`src/rtl/sub_pkg.sv`:
```
// Shared state encoding and constants for the sequential subtractor.
package sub_pkg;

    typedef enum logic [1:0] {
        ST_IDLE = 2'd0,
        ST_RUN  = 2'd1,
        ST_DONE = 2'd2
    } state_t;

    localparam int SUB_WIDTH = 32;
    localparam int SUB_CHUNK = 4;

    localparam logic [31:0] SAT_POS = 32'h7FFF_FFFF;
    localparam logic [31:0] SAT_NEG = 32'h8000_0000;

endpackage

```
`src/rtl/fullsubtractor.sv`:
```
// One-bit full subtractor cell: d = x - y - bin, with borrow out.
module fullsubtractor (
    input  logic x,
    input  logic y,
    input  logic bin,
    output logic d,
    output logic bout
);

    assign d    = x ^ y ^ bin;
    assign bout = (~x & y) | (~(x ^ y) & bin);

endmodule

```
`src/rtl/sub_32bit_seq.sv`:
```
// Iterative subtractor, CHUNK bits per cycle, valid/ready on both sides.
// Define SUB_SAT_EN to saturate diff on signed overflow.
module sub_32bit_seq
    import sub_pkg::*;
#(
    parameter int WIDTH = SUB_WIDTH,
    parameter int CHUNK = SUB_CHUNK
) (
    input  logic             clk,
    input  logic             rst_n,
    input  logic             in_valid,
    output logic             in_ready,
    input  logic [WIDTH-1:0] a,
    input  logic [WIDTH-1:0] b,
    output logic             out_valid,
    input  logic             out_ready,
    output logic [WIDTH-1:0] diff,
    output logic             borrow_out,
    output logic             overflow,
    output logic             zero
);

    localparam int N    = WIDTH / CHUNK;
    localparam int IDXW = (N > 1) ? $clog2(N) : 1;
    localparam logic [IDXW-1:0] LAST = IDXW'(N - 1);

    state_t state;
    state_t state_nx;

    logic [WIDTH-1:0] a_q;
    logic [WIDTH-1:0] b_q;
    logic [WIDTH-1:0] acc_q;
    logic [WIDTH-1:0] acc_nx;
    logic [WIDTH-1:0] res_nx;
    logic [IDXW-1:0]  idx;
    logic             borrow_q;
    logic [CHUNK-1:0] a_ch;
    logic [CHUNK-1:0] b_ch;
    logic [CHUNK-1:0] d_ch;
    logic [CHUNK:0]   bchain;
    logic             accept;
    logic             last;
    logic             ovf_nx;

    assign in_ready  = (state == ST_IDLE);
    assign out_valid = (state == ST_DONE);
    assign accept    = in_valid && in_ready;
    assign last      = (state == ST_RUN) && (idx == LAST);

    always_comb begin
        a_ch = '0;
        b_ch = '0;
        for (int i = 0; i < N; i++) begin
            if (idx == IDXW'(i)) begin
                a_ch = a_q[i*CHUNK +: CHUNK];
                b_ch = b_q[i*CHUNK +: CHUNK];
            end
        end
    end

    assign bchain[0] = borrow_q;

    for (genvar g = 0; g < CHUNK; g++) begin : g_cell
        fullsubtractor u_fs (
            .x    (a_ch[g]),
            .y    (b_ch[g]),
            .bin  (bchain[g]),
            .d    (d_ch[g]),
            .bout (bchain[g+1])
        );
    end

    // Working result with the current chunk merged in; complete on the last pass.
    always_comb begin
        acc_nx = acc_q;
        for (int i = 0; i < N; i++) begin
            if (idx == IDXW'(i)) begin
                acc_nx[i*CHUNK +: CHUNK] = d_ch;
            end
        end
    end

    assign ovf_nx = (a_q[WIDTH-1] ^ b_q[WIDTH-1]) &
                    (acc_nx[WIDTH-1] ^ a_q[WIDTH-1]);

`ifdef SUB_SAT_EN
    localparam logic [WIDTH-1:0] SAT_P = WIDTH'(SAT_POS >> (32 - WIDTH));
    localparam logic [WIDTH-1:0] SAT_N = WIDTH'(SAT_NEG >> (32 - WIDTH));

    always_comb begin
        res_nx = acc_nx;
        if (ovf_nx) begin
            res_nx = a_q[WIDTH-1] ? SAT_N : SAT_P;
        end
    end
`else
    assign res_nx = acc_nx;
`endif

    always_comb begin
        state_nx = state;
        unique case (state)
            ST_IDLE: if (accept)    state_nx = ST_RUN;
            ST_RUN:  if (last)      state_nx = ST_DONE;
            ST_DONE: if (out_ready) state_nx = ST_IDLE;
            default:                state_nx = ST_IDLE;
        endcase
    end

    always_ff @(posedge clk or negedge rst_n) begin
        if (!rst_n) begin
            state <= ST_IDLE;
        end else begin
            state <= state_nx;
        end
    end

    always_ff @(posedge clk or negedge rst_n) begin
        if (!rst_n) begin
            a_q        <= '0;
            b_q        <= '0;
            acc_q      <= '0;
            idx        <= '0;
            borrow_q   <= 1'b0;
            diff       <= '0;
            borrow_out <= 1'b0;
            overflow   <= 1'b0;
            zero       <= 1'b0;
        end else begin
            if (accept) begin
                a_q      <= a;
                b_q      <= b;
                acc_q    <= '0;
                idx      <= '0;
                borrow_q <= 1'b0;
            end
            if (state == ST_RUN) begin
                acc_q    <= acc_nx;
                borrow_q <= bchain[CHUNK];
                idx      <= idx + 1'b1;
            end
            // diff is only published here, so it holds across the next RUN.
            if (last) begin
                diff       <= res_nx;
                borrow_out <= bchain[CHUNK];
                overflow   <= ovf_nx;
                zero       <= (acc_nx == '0);
            end
        end
    end

endmodule
```
`config.mk`:
```
export PLATFORM = sky130hd
export DESIGN_NAME = sub_32bit_seq
export DESIGN_NICKNAME = d
export VERILOG_FILES = /design/src/rtl/sub_pkg.sv /design/src/rtl/fullsubtractor.sv /design/src/rtl/sub_32bit_seq.sv
export SDC_FILE = /design/constraint.sdc
export NUM_CORES = 1
export LEC_CHECK = 0
export ABC_AREA = 1
export ABC_CLOCK_PERIOD_IN_PS = 4800
export CAP_MARGIN = 20
export CORE_AREA = 5 5 116 118
export DETAILED_ROUTE_END_ITERATION = 6
export DIE_AREA = 0 0 121 123
export PLACE_DENSITY = 0.81
export SLEW_MARGIN = 5
export SYNTH_ARGS = -nofsm -noshare
export SYNTH_HDL_FRONTEND = slang
export SYNTH_SLANG_ARGS = --single-unit
```
`constraint.sdc`:
```
create_clock -name clk -period 4.8 [get_ports clk]
set_input_delay 0.96 -clock clk [delete_from_list [all_inputs] [get_ports clk]]
set_output_delay 0.96 -clock clk [all_outputs]
set_load 0.005 [all_outputs]
```
==> flow_metrics.env, run 1 <==
export IMPL_cts_tree="built"
export IMPL_cts_hold_buf=0
export IMPL_vias=5624
export IMPL_power_density_nw_per_um2=779.9
export IMPL_rsz0062_at_grt="false"
export IMPL_hold_path_startpoint="a_q[10]$_DFFE_PN0P_"
export IMPL_cts_setup_buffers=0
export IMPL_fmax_mhz=232.2
export IMPL_via_per_inst=5.103
export IMPL_synthDistinctLibCells=34
export IMPL_fin_area_um2=8253
export IMPL_tns_ns=0
export IMPL_fin_skew_ns=0.01039
export IMPL_io_pins=105
export IMPL_fin_util_pct=66.75
export IMPL_timing_final_crit_share_pct=89.71
export IMPL_use_met3_pct=4.712
export IMPL_grtUsageMet1_pct=30.12
export IMPL_grt_max_degree=138
export IMPL_yosysSeqAreaShare_pct=52.98
export IMPL_setup_worst_path_class="register to register"
export IMPL_worstSetupStartpointType="register"
export IMPL_hold_violations=0
export IMPL_initial_utilization_pct=52.34
export IMPL_antenna_found_initial=0
export IMPL_dp_hpwl_um=10390
export IMPL_antenna_cells=0
export IMPL_syn2layout_area_growth_pct=27.53
export IMPL_cts_htree_levels=4
export IMPL_first_iter_violations=503
export IMPL_tightestPinTransition_ns=0.9951
export IMPL_grt_overflow=0
export IMPL_min_path_type="register to register"
export IMPL_fillers=1000
export IMPL_finalPower_mw=6.437
export IMPL_min_period_ns=4.306
export IMPL_synth_warnings=0
export IMPL_synthesis_nets=899
export IMPL_placedInstanceArea_um2=7619
export IMPL_status="finished clean"
export IMPL_syn_avg_cell_area_um2=7.882
export IMPL_ant_nets=0
export IMPL_gr_max_usage_layer="met2"
export IMPL_maxSlewHeadroom_pct=33.58
export IMPL_clk_latency_ns=0.42
export IMPL_die_w_um=121
export IMPL_drt_wl_total_um=15840
export IMPL_drv_slew=0
export IMPL_dr_pass1_iters=5
export IMPL_grt_pass1_wl_um=26330
export IMPL_dieArea_um2=14880
export IMPL_ir_worst_vdd_v=0.0003513
export IMPL_worst_path_max_fanout=14
export IMPL_p_leak_nw=4.187
export IMPL_crit_start="idx[2]$_DFFE_PN0P_"
export IMPL_wl_per_cell_um=14.37
export IMPL_numCtsBuffers=17
export IMPL_syn_area_um2=6471
export IMPL_fp_row_count=41
export IMPL_cts_resized=0
export IMPL_synth_seq_cells=137
export IMPL_setup_viol_count_final=0
export IMPL_gp_congestion=0.8891
export IMPL_clk_path_buf_depth=2
export IMPL_synth_ff_type="dfrtp_1"
export IMPL_nets=996
export IMPL_met2_usage_pct=36.19
export IMPL_drc=0
export IMPL_required_ns=5.15
export IMPL_regToRegStartpoint="idx[2]$_DFFE_PN0P_"
export IMPL_path_clk_slew_ns=0.06
export IMPL_cp_arrival_ns=4.66
export IMPL_netlist_instances=821
export IMPL_cts_root_buf="clkbuf_16"
export IMPL_synth_enable_flop_cells=0
export IMPL_fp_coreArea_um2=12360
export IMPL_cts_sinks=137
export IMPL_track_usage_pct=22.35
export IMPL_cp_end_kind="register"
export IMPL_drv_cap=0
export IMPL_synthArstFlopShare_pct=100.0
export IMPL_final_layout_size_suffix_gt1_share_pct=7.097
export IMPL_die_h_um=123
export IMPL_grt_pass1_vias=5414
export IMPL_portBuffers=104
==> power breakdown <==
group          total (mW)  internal, mW  switching (mW)
clock network        1.29         0.781           0.514
registers            1.98          1.68           0.296
logic                3.17          1.17            2.00
==> worst paths after layout <==
| kind | cells past startpoint | end | slack [ns] |
|---|---|---|---|
| worst max register to register | 20 | zero$_DFFE_PN0P_ | 0.49 |
| worst min register to register | 2 | a_q[10]$_DFFE_PN0P_ | 0.47 |
| worst max-delay path | 20 | zero$_DFFE_PN0P_ | 0.49 |
| max in group asynchronous | 2 | b_q[17]$_DFFE_PN0P_ | 3.63 |
| min in group asynchronous | 2 | diff[9]$_DFFE_PN0P_ | 0.65 |
| worst min-delay path | 2 | a_q[10]$_DFFE_PN0P_ | 0.47 |
==> cell usage in the layout, fill, tap and decap left out, types with 3 or more instances in the layout <==
cell	Yosys	layout
a21oi_1	4	4
buf_4	0	9
clkbuf_16	0	17
clkdlybuf4s50_1	0	103
clkinv_2	0	3
clkinv_4	0	3
dfrtp_1	137	137
fa_1	4	4
ha_1	6	5
inv_1	69	69
inv_2	3	3
nand2_1	365	365
nand2_2	3	3
nand3_1	26	26
nand4_1	3	3
nor2_1	39	39
o21a_1	3	3
o21ai_0	72	72
o21ai_1	4	4
o22ai_1	18	18
or2_2	8	8
==> synthesized netlist by cell type (3+ instances only) <==
library cell  count  area share, %
a21oi_1           4           0.31
buf_2            20            1.5
buf_6             3           0.52
clkbuf_1         13           0.75
dfrtp_1         137             53
fa_1              4            1.2
ha_1              6            1.2
inv_1            69            4.0
inv_2             3           0.17
nand2_1         365             21
nand2_2           3           0.29
nand3_1          26            2.0
nand4_1           3           0.29
nor2_1           39            2.3
o21a_1            3           0.35
o21ai_0          72            5.6
o21ai_1           4           0.31
o22ai_1          18            1.7
or2_2             8           0.77
==> state kept, by name (all words and copies together), names as in the netlist <==
name,flops
diff,32
idx,3
borrow_q,1
a_q,32
acc_q,32
b_q,32
overflow,1
state,2
zero,1
borrow_out,1
==> final cells by class <==
type | instances | area (µm²) | share of cell area (%)
clock buffer | 18 | 439.2 | 5.321
clock inverter | 13 | 145.1 | 1.759
inverter | 74 | 280.3 | 3.396
multi-input combinational | 573 | 2579 | 31.25
sequential | 137 | 3428 | 41.54
tap | 172 | 215.2 | 2.608
timing repair buffer | 115 | 1166 | 14.13
==> metrics by stage <==
step / worst slack [ns] / hold slack [ns] / std cells
finish: 0.4938 / 0.4737 / 1102
global route: 0.1468 / 0.5068 / 1102
CTS: 0.3896 / 0.4741 / 1100
detailed placement: 0.4252 / 0.4589 / 1069
global placement: 0.5677 / 0.4584 / 1069
floorplan: 1.091 / 0.4414 / 821
==> worst max-delay path, cell delays in order (launching register included) <==
cell,delay (ns)
dfrtp_1,0.46
inv_4,0.16
ha_2,0.31
inv_1,0.23
or2_2,0.33
nand3_1,0.09
nand2_1,0.05
nand2_1,0.05
a21oi_1,0.07
fa_1,0.41
fa_1,0.38
inv_1,0.09
fa_1,0.18
fa_1,0.54
o21ai_0,0.32
nand2_1,0.09
nor2_1,0.11
nand4_1,0.08
nor2_1,0.17
nand2_1,0.07
nand2_1,0.06
==> routing by layer <==
layer / vias up / wire (µm)
li1: 2764 / -
met1: 2628 / 6864
met2: 207 / 7611
met3: 25 / 1073
met4: 0 / 291
met5: - / 0
==> logic make-up after synthesis <==
family / Yosys count / synth area share (%)
DFF: 137 / 52.98
adders and majority gates: 10 / 2.398
AOI/OAI and AO/OA: 110 / 9.474
buffers and inverters: 111 / 7.212
and+or+nand+nor: 453 / 27.94
Note: power is estimated with default switching activity, not from simulation.
==> run 2, diff against run 1 <==
--- a/config.mk
+++ b/config.mk
@@ -11,7 +11,7 @@
 export CORE_AREA = 5 5 116 118
 export DETAILED_ROUTE_END_ITERATION = 6
 export DIE_AREA = 0 0 121 123
-export PLACE_DENSITY = 0.81
+export PLACE_DENSITY = 0.79
 export SLEW_MARGIN = 5
 export SYNTH_ARGS = -nofsm -noshare
 export SYNTH_HDL_FRONTEND = slang
==> run 2 against run 1 <==
Effect of this change:
- global-route usage down 0.41 points
- final cell count down 0.36%
- combinational power fell by 1%
- power increased by 2.1%
- fmax fell by 0.83%
- critical endpoint unchanged
==> flow_metrics.env, run 2 (synthesized netlist as in run 1, its figures left out) <==
export IMPL_io_pins=105
export IMPL_min_path_type="register to register"
export IMPL_clk_path_buf_depth=2
export IMPL_grt_pass1_wl_um=25980
export IMPL_p_comb_share_pct=47.6
export IMPL_finalPower_mw=6.571
export IMPL_drv_slew=0
export IMPL_min_period_ns=4.342
export IMPL_rsz0062_at_grt="false"
export IMPL_critical_path_max_stage_delay_ns=0.55
export IMPL_grt_overflow=0
export IMPL_numCtsBuffers=17
export IMPL_cpMostUsedCell="nand2_1"
export IMPL_ir_worst_vdd_v=0.0004689
export IMPL_seqPwrFrac_pct=30.1
export IMPL_layout_common_cells="nand2_1 (364), dfrtp_1 (137), clkdlybuf4s50_1 (103)"
export IMPL_regToRegStartpoint="idx[0]$_DFFE_PN0P_"
export IMPL_fillers=1001
export IMPL_power_density_nw_per_um2=795.2
export IMPL_cp_end_kind="register"
export IMPL_crit_chain="inv_1 -> ha_1 -> nand2_1 -> inv_1 -> nand2_1 -> nand2_1 -> inv_1 -> a21oi_1 -> fa_1 -> fa_1 -> inv_1 -> fa_1 -> fa_1 -> o21ai_0 -> nand2_1 -> nor2_1 -> nand4_1 -> nor2_1 -> nand2_1 -> nand2_1"
export IMPL_cts_hold_buf=0
export IMPL_fin_skew_ns=0.01007
export IMPL_cp_arrival_ns=4.70
export IMPL_setup_viol_count_final=0
export IMPL_critPathSlowestCell="fa_1"
export IMPL_syn2layout_area_growth_pct=27.71
export IMPL_ant_nets=0
export IMPL_fp_coreArea_um2=12360
export IMPL_p_leak_nw=4.185
export IMPL_antenna_cells=0
export IMPL_tightestPinTransition_ns=0.9209
export IMPL_dr_pass1_iters=5
export IMPL_rrSetupSlack_ns=0.46
export IMPL_timing_final_crit_share_pct=90.46
export IMPL_p_sw_mw=2.784
export IMPL_nets=992
export IMPL_cts_htree_levels=4
export IMPL_initial_utilization_pct=52.34
export IMPL_fp_row_count=41
export IMPL_portBuffers=104
export IMPL_drv_cap=0
export IMPL_hold_violations=0
export IMPL_gp_congestion=0.8590
export IMPL_min_delay_path_depth=2
export IMPL_track_usage_pct=21.94
export IMPL_hold_end="a_q[9]$_DFFE_PN0P_"
export IMPL_required_ns=5.16
export IMPL_antenna_found_initial=0
export IMPL_drt_wl_total_um=15650
export IMPL_first_iter_violations=504
export IMPL_die_h_um=123
export IMPL_dp_hpwl_um=10680
export IMPL_reg2reg_to="zero$_DFFE_PN0P_"
export IMPL_intPower_mw=3.788
export IMPL_tns_ns=0
export IMPL_setup_worst_path_class="register to register"
export IMPL_worstSetupStartpointType="register"
export IMPL_clk_latency_ns=0.42
export IMPL_hold_slack_ns=0.4774
export IMPL_status="finished clean"
export IMPL_maxSlewHeadroom_pct=38.54
export IMPL_final_layout_size_suffix_gt1_share_pct=6.695
export IMPL_hold_path_startpoint="a_q[9]$_DFFE_PN0P_"
export IMPL_vias=5595
export IMPL_layout_commonest_cell="nand2_1"
export IMPL_fmax_mhz=230.3
export IMPL_grt_max_degree=75
export IMPL_power_share_switching_pct=42.36
export IMPL_cts_root_buf="clkbuf_16"
export IMPL_multi_input_area_um2=2581
export IMPL_cp_num_buf_inv=4
export IMPL_power_share_clock_pct=22.3
export IMPL_cpLargestDelayFamily="adder cells"
export IMPL_via_per_inst=5.096
export IMPL_cts_tree="built"
export IMPL_reg2reg_depth=20
export IMPL_ff_latch_area_um2=3428
export IMPL_grt_pass1_vias=5407
export IMPL_dieArea_um2=14880
export IMPL_cts_sinks=137
export IMPL_die_w_um=121
export IMPL_cts_setup_buffers=0
export IMPL_wl_per_cell_um=14.26
export IMPL_path_clk_slew_ns=0.06
export IMPL_worst_path_max_fanout=17
export IMPL_fin_util_pct=66.85
export IMPL_drc=0
-- run 2: worst reg2reg max path, stage by stage (launching register included) --
cell and delay [ns]:
dfrtp_1 0.41, inv_1 0.09, ha_1 0.25, nand2_1 0.46, inv_1 0.28, nand2_1 0.11
nand2_1 0.05, inv_1 0.05, a21oi_1 0.08, fa_1 0.41, fa_1 0.36, inv_1 0.08
fa_1 0.21, fa_1 0.55, o21ai_0 0.36, nand2_1 0.09, nor2_1 0.11, nand4_1 0.08
nor2_1 0.14, nand2_1 0.06, nand2_1 0.05
-- run 2: metrics by stage --
step | area (µm²) | setup WS, ns | cells
2_1_floorplan | 6471 | 1.091 | 821
3_3_place_gp | 7604 | 0.5817 | 1067
3_5_place_dp | 7604 | 0.4262 | 1067
4_1_cts | 8259 | 0.4074 | 1098
5_1_grt | 8264 | 0.04833 | 1098
6_report | 8264 | 0.4577 | 1098
-- run 2: worst max path at each step --
stage                     slack, ns                to  cells after the start               start
after floorplan                1.09  zero$_DFFE_PN0P_                     21  idx[2]$_DFFE_PN0P_
after global placement         0.58  zero$_DFFE_PN0P_                     22  idx[0]$_DFFE_PN0P_
after detailed placement       0.43  zero$_DFFE_PN0P_                     22  idx[0]$_DFFE_PN0P_
after CTS                      0.41  zero$_DFFE_PN0P_                     22  idx[0]$_DFFE_PN0P_
after global routing           0.05  zero$_DFFE_PN0P_                     20  idx[2]$_DFFE_PN0P_
final                          0.46  zero$_DFFE_PN0P_                     20  idx[0]$_DFFE_PN0P_
-- run 2: area by class of cell --
type	instances	share of cell area, %
Timing Repair Buffer	111	13.35
Sequential cell	137	41.48
Clock buffer	18	5.193
Tap cell	172	2.604
Clock inverter	13	2.740
Inverter	74	3.391
Multi-Input combinational cell	573	31.23
-- run 2: power by group through the flow --
stage / Sequential, mW / Combinational [mW] / Clock, mW
finish: 1.98 / 3.13 / 1.46
global route: 2.04 / 3.54 / 1.51
CTS: 1.97 / 3.12 / 1.46
detailed placement: 1.99 / 3.07 / 0
global placement: 1.97 / 3.00 / 0
floorplan: 1.91 / 2.06 / 0
-- run 2: what timing repair did --
item                                   CTS  global route
resized for setup                        0             2
endpoints found under the hold margin    0             0
setup endpoints to repair                0             1
-- run 2: per-layer routing --
metal	vias to the layer above	share of wire, %	track usage [%]	wire length [µm]
met5	-	0	0	0
met3	32	6.7	5.306	1054
met1	2607	44	29.39	6864
li1	2757	-	-	-
met4	0	2.7	8.215	419
met2	199	47	34.98	7314
